--- src/rtl/tx_buf_pkg.sv ---
// Purpose : shared sizes and types for the USB transmit payload buffer.
// Latency : n/a (package only).
// Backpr. : n/a (package only).
package tx_buf_pkg;

  localparam int BUF_DEPTH = 64;
  localparam int BUF_OCC_W = 7;
  localparam int BUF_PTR_W = 6;

  typedef logic [7:0]           byte_t;
  typedef logic [BUF_PTR_W-1:0] buf_ptr_t;

endpackage : tx_buf_pkg

--- src/rtl/tx_buf_ptr.sv ---
// Purpose : wrapping buffer pointer with increment enable and synchronous reset/clear.
// Latency : pointer advances on the edge where i_inc is sampled high.
// Backpr. : none; the caller only asserts i_inc for accepted transfers.
//
// Ports:
//   i_clk  - clock, rising edge
//   i_rst  - synchronous active-high reset (highest priority)
//   i_clr  - synchronous clear, same effect as reset
//   i_inc  - advance pointer by one, wrapping naturally at 2^W
//   o_ptr  - current pointer value
module tx_buf_ptr
  import tx_buf_pkg::*;
#(
  parameter int W = BUF_PTR_W
) (
  input  logic         i_clk,
  input  logic         i_rst,
  input  logic         i_clr,
  input  logic         i_inc,
  output logic [W-1:0] o_ptr
);

  localparam logic [W-1:0] PTR_ONE = W'(1);

  logic [W-1:0] r_ptr;

  always_ff @(posedge i_clk) begin
    if (i_rst || i_clr) begin
      r_ptr <= '0;
    end else if (i_inc) begin
      r_ptr <= r_ptr + PTR_ONE;
    end
  end

  assign o_ptr = r_ptr;

endmodule : tx_buf_ptr

--- src/rtl/tx_data_buffer.sv ---
// Purpose : first-word-fall-through byte FIFO holding outbound USB payload.
// Latency : write-to-read 1 cycle; occupancy/flags/error pulses registered (1 cycle).
// Backpr. : push refused when full (overflow_err), pop refused when empty (underflow_err).
//
// Ports:
//   clk, rst            - clock and synchronous active-high reset
//   clear               - synchronous flush (like reset, but no error pulses)
//   store_tx_data/tx_data        - host push strobe and byte
//   get_tx_packet_data          - transmitter pop strobe
//   tx_packet_data      - head byte, 8'h00 when empty
//   buffer_occupancy    - bytes held, 0..DEPTH
//   buf_full/buf_empty  - occupancy == DEPTH / == 0
//   overflow_err/underflow_err  - one-cycle pulses for refused push/pop
//   almost_empty        - only with TX_BUF_WATERMARK_EN: occupancy <= LOW_WM
module tx_data_buffer
  import tx_buf_pkg::*;
#(
  parameter int DEPTH = BUF_DEPTH,
  parameter int OCC_W = BUF_OCC_W
`ifdef TX_BUF_WATERMARK_EN
  ,
  parameter int LOW_WM = 4
`endif
) (
  input  logic             clk,
  input  logic             rst,
  input  logic             clear,
  input  logic             store_tx_data,
  input  logic [7:0]       tx_data,
  input  logic             get_tx_packet_data,
  output logic [7:0]       tx_packet_data,
  output logic [OCC_W-1:0] buffer_occupancy,
  output logic             buf_full,
  output logic             buf_empty,
  output logic             overflow_err,
  output logic             underflow_err
`ifdef TX_BUF_WATERMARK_EN
  ,
  output logic             almost_empty
`endif
);

  localparam int               PTR_W    = (DEPTH > 1) ? $clog2(DEPTH) : 1;
  localparam logic [OCC_W-1:0] OCC_FULL = OCC_W'(DEPTH);
  localparam logic [OCC_W-1:0] OCC_ONE  = OCC_W'(1);

  byte_t            r_mem [DEPTH];
  logic [OCC_W-1:0] r_occ;
  logic             r_full;
  logic             r_empty;
  logic             r_ovf;
  logic             r_unf;

  logic [PTR_W-1:0] w_wr_ptr;
  logic [PTR_W-1:0] w_rd_ptr;
  logic             w_push;
  logic             w_pop;
  logic [OCC_W-1:0] w_occ_nxt;

  // Pop needs a byte present. Push needs a free slot, except that a full
  // buffer popping this cycle frees the slot being written (wr_ptr == rd_ptr).
  assign w_pop  = get_tx_packet_data && !r_empty;
  assign w_push = store_tx_data && (!r_full || w_pop);

  always_comb begin
    w_occ_nxt = r_occ;
    if (w_push && !w_pop) begin
      w_occ_nxt = r_occ + OCC_ONE;
    end else if (w_pop && !w_push) begin
      w_occ_nxt = r_occ - OCC_ONE;
    end
  end

  tx_buf_ptr #(.W(PTR_W)) u_wr_ptr (
    .i_clk (clk),
    .i_rst (rst),
    .i_clr (clear),
    .i_inc (w_push),
    .o_ptr (w_wr_ptr)
  );

  tx_buf_ptr #(.W(PTR_W)) u_rd_ptr (
    .i_clk (clk),
    .i_rst (rst),
    .i_clr (clear),
    .i_inc (w_pop),
    .o_ptr (w_rd_ptr)
  );

  // Storage is deliberately not reset; empty-state output masking hides stale bytes.
  always_ff @(posedge clk) begin
    if (w_push && !rst && !clear) begin
      r_mem[w_wr_ptr] <= tx_data;
    end
  end

  always_ff @(posedge clk) begin
    if (rst || clear) begin
      r_occ   <= '0;
      r_full  <= 1'b0;
      r_empty <= 1'b1;
      r_ovf   <= 1'b0;
      r_unf   <= 1'b0;
    end else begin
      r_occ   <= w_occ_nxt;
      r_full  <= (w_occ_nxt == OCC_FULL);
      r_empty <= (w_occ_nxt == '0);
      r_ovf   <= store_tx_data && !w_push;
      r_unf   <= get_tx_packet_data && !w_pop;
    end
  end

`ifdef TX_BUF_WATERMARK_EN
  localparam logic [OCC_W-1:0] OCC_LOW_WM = OCC_W'(LOW_WM);

  logic r_almost_empty;

  always_ff @(posedge clk) begin
    if (rst || clear) begin
      r_almost_empty <= 1'b1;
    end else begin
      r_almost_empty <= (w_occ_nxt <= OCC_LOW_WM);
    end
  end

  assign almost_empty = r_almost_empty;
`endif

  assign tx_packet_data   = r_empty ? 8'h00 : r_mem[w_rd_ptr];
  assign buffer_occupancy = r_occ;
  assign buf_full         = r_full;
  assign buf_empty        = r_empty;
  assign overflow_err     = r_ovf;
  assign underflow_err    = r_unf;

endmodule : tx_data_buffer

--- config.mk ---
export PLATFORM = sky130hd
export DESIGN_NAME = tx_data_buffer
export DESIGN_NICKNAME = d
export VERILOG_FILES = /design/src/rtl/tx_buf_pkg.sv /design/src/rtl/tx_buf_ptr.sv /design/src/rtl/tx_data_buffer.sv
export SDC_FILE = /design/constraint.sdc
export NUM_CORES = 1
export LEC_CHECK = 0
export CAP_MARGIN = 0
export CORE_MARGIN = 2
export CORE_UTILIZATION = 50
export DETAILED_ROUTE_END_ITERATION = 8
export PLACE_DENSITY = 0.69
export SLEW_MARGIN = 20
export SYNTH_ARGS = -nofsm -noshare
export SYNTH_HDL_FRONTEND = slang
export SYNTH_SLANG_ARGS = --single-unit
--- constraint.sdc ---
create_clock -name clk -period 4.85 [get_ports clk]
set_input_delay 0.97 -clock clk [delete_from_list [all_inputs] [get_ports clk]]
set_output_delay 0.97 -clock clk [all_outputs]
set_load 0.02 [all_outputs]
==> results.json <==
{
  "clock-sinks": 541,
  "avgSynthCellArea_um2": 20.3,
  "drv_slew": 0,
  "syn_inst": 1047,
  "ctsRootBufferMaster": "clkbuf_16",
  "multi_input_area_um2": 4920,
  "path_class": "flip-flop to output port",
  "hold_violations": 0,
  "stdcell_count": 1746,
  "route.detailed.drc": 0,
  "area_growth_pct": 14.2,
  "worstPathMaxFanout": 39,
  "dpl.cell_count": 1652,
  "startpoint_type": "flip-flop",
  "synth_area_leaders": "edfxtp_1 72%, mux4_2 13%, dfxtp_1 2.7%",
  "synth_common_cells": "512 x edfxtp_1, 125 x mux4_2, 96 x nor2_1",
  "yosysTopAreaCell": "edfxtp_1",
  "yosys_warnings": 0,
  "drive_above_1_share_pct": 25.4,
  "clk_pin_slew_ns": 0.06,
  "drt-pass1-iter-count": 5,
  "async_reset_ff_share_pct": 0,
  "fin_area_um2": 24200,
  "synth_nets": 1064,
  "final_nets": 1185,
  "tightest_slew_ns": 1.14,
  "cts_tree": "built",
  "max_freq_mhz": 213,
  "finalCritPeriodShare_pct": 97.0,
  "seq_area_frac_synth_pct": 75.1,
  "max_stage_delay_ns": 0.81,
  "htreeDepth": 2,
  "die_area_um2": 44200,
  "yosysMostFrequentCell": "edfxtp_1",
  "hpwl_mm": 27.8,
  "postCtsSetupBuffers": 0,
  "netlist_area_um2": 21200,
  "finalSetupViolations": 0,
  "antenna_found_initial": 0,
  "yosys.cell_types.count": 56,
  "slew_headroom_pct": 23.8,
  "antenna_left": 0,
  "die_x_um": 210,
  "antenna_cells": 0,
  "synth_edf_count": 512,
  "period_needed_ns": 4.70,
  "holdBufCountCts": 0,
  "post_cts_resized": 0,
  "rsz0062_at_grt": "false",
  "synth_top_area_share_pct": 72.4,
  "ys.flop_type": "edfxtp_1",
  "placed_cell_area_um2": 22600,
  "worstHoldPathType": "flip-flop to flip-flop",
  "portBuffers": 31,
  "gr-usage-all-layers_pct": 21.6,
  "place.gp.congestion": 0.873,
  "grt_pass1_vias": 10657,
  "endpoint_kind": "output port",
  "seqCellArea_um2": 16000,
  "wl_per_cell_um": 26.5,
  "power.leakage_nw": 7.50,
  "io_pins": 32,
  "clock_path_buffers": 3,
  "powerDensity_nw_per_um2": 383,
  "path_cells": "buf_4 > mux4_2 > mux2i_1 > a221oi_1 > a22oi_1 > o21ai_1 > clkdlybuf4s50_1",
  "maxCapViolations": 0,
  "vias": 10579,
  "ys_ff_latch": 541,
  "insertion_delay_ns": 0.59,
  "n_fill_cell": 3011,
  "die_h_um": 210,
  "worstPathArrival_ns": 3.73,
  "crit_required_ns": 3.88,
  "fin_tns_setup_ns": 0,
  "status": "finished, final reports clean",
  "detail_route.iter0.violations": 1226,
  "post-route-util_pct": 57.8,
  "grt_max_degree": 65,
  "cpMaxStageDelayCell": "a221oi_1",
  "cts_buffers": 53,
  "grt-ovfl-total": 0,
  "row_count": 75,
  "vdd_drop_max_mv": 0.431,
  "totalWireLength_mm": 46.3,
  "grt_pass1_wl_mm": 68.8,
  "core-area_um2": 41900,
  "vias_per_cell": 6.06,
  "clock_skew_ns": 0.0162,
  "initial_utilization_pct": 50.6
}
[critical path: cells and delay by family (launching register included)]
family | cells | cell delay (ns)
mux | 2 | 0.35
compound gates | 3 | 1.09
flops | 1 | 0.74
buf+inv | 2 | 0.91
[registers in the layout (all words and copies together) (netlist names), named ones only]
register and count:
r_mem 512, buf_full 1, u_wr_ptr.o_ptr 6, overflow_err 1
underflow_err 1, buffer_occupancy 7, u_rd_ptr.o_ptr 6, buf_empty 1
[kinds of logic (layout without fill, tap and decap cells)]
kind of cell / after synthesis / in the layout / share of synthesized area, %
AO/OA/AOI/OAI: 70 / 70 / 2.35
adder cells (fa/ha/maj): 4 / 4 / 0.236
multiplexers: 175 / 175 / 16.1
AND/OR/NAND/NOR: 187 / 187 / 3.99
buffers and inverters: 58 / 218 / 1.75
XOR/XNOR: 12 / 12 / 0.495
flip-flops: 541 / 541 / 75.1
[layout by cell type, fill, tap and decap left out, types with 4 or more instances in the layout]
| cell type | n |
|---|---|
| a21oi_1 | 11 |
| a221oi_1 | 13 |
| a22oi_1 | 6 |
| a31oi_1 | 5 |
| and3_1 | 8 |
| buf_12 | 4 |
| buf_4 | 88 |
| clkbuf_1 | 9 |
| clkbuf_16 | 58 |
| clkdlybuf4s50_1 | 23 |
| clkinv_1 | 9 |
| clkinv_2 | 11 |
| dfxtp_1 | 26 |
| edfxtp_1 | 512 |
| ha_1 | 4 |
| inv_1 | 5 |
| mux2i_1 | 44 |
| mux4_1 | 6 |
| mux4_2 | 125 |
| nand2_1 | 34 |
| nand3_1 | 5 |
| nand3b_1 | 4 |
| nand4_1 | 5 |
| nor2_1 | 96 |
| nor2b_1 | 6 |
| nor3_1 | 10 |
| o21ai_0 | 11 |
| o21ai_1 | 4 |
| xnor2_1 | 4 |
| xor2_1 | 8 |
[per-layer routing]
metal  global-route usage (%)  vias to the layer above  wire (um)
li1                         -                     4552          -
met1                     30.3                     5526      19000
met2                     33.7                      411      22100
met3                     4.99                       90       3760
met4                     7.68                        0       1440
met5                        0                        -          0
[per-stage QoR]
stage | total power [W] | hold WS (ns) | setup slack [ns]
global placement | 0.00541 | 0.507 | 0.818
CTS | 0.00935 | 0.524 | 0.130
detailed placement | 0.00542 | 0.505 | 0.774
finish | 0.00928 | 0.528 | 0.147
global route | 0.00955 | 0.538 | 0.0141
floorplan | 0.00530 | 0.459 | 1.94
[where the power goes]
part           internal (W)  switching [W]  total (W)
Combinational     0.0000642       0.000135   0.000199
Clock               0.00229        0.00168    0.00396
Sequential          0.00511     0.00000796    0.00512
[path summary, 6_finish.rpt]
path	from	slack [ns]	endpoint	cells after the start
max	flip-flop	0.15	tx_packet_data[6]	7
max reg2reg	buf_empty	1.72	r_mem[63][3]	6
min reg2reg	u_rd_ptr.o_ptr[1]	0.53	flip-flop	2
min	u_rd_ptr.o_ptr[1]	0.53	flip-flop	2
[cell type report]
cell class | count | area share (%)
multi-input cells | 448 | 20.3
clock inverters | 25 | 0.707
well taps | 539 | 2.78
flip-flops and latches | 541 | 65.8
repair buffers | 118 | 4.07
clock buffers | 69 | 6.24
inverters | 6 | 0.0929
Power figures use the tool's default switching activity.
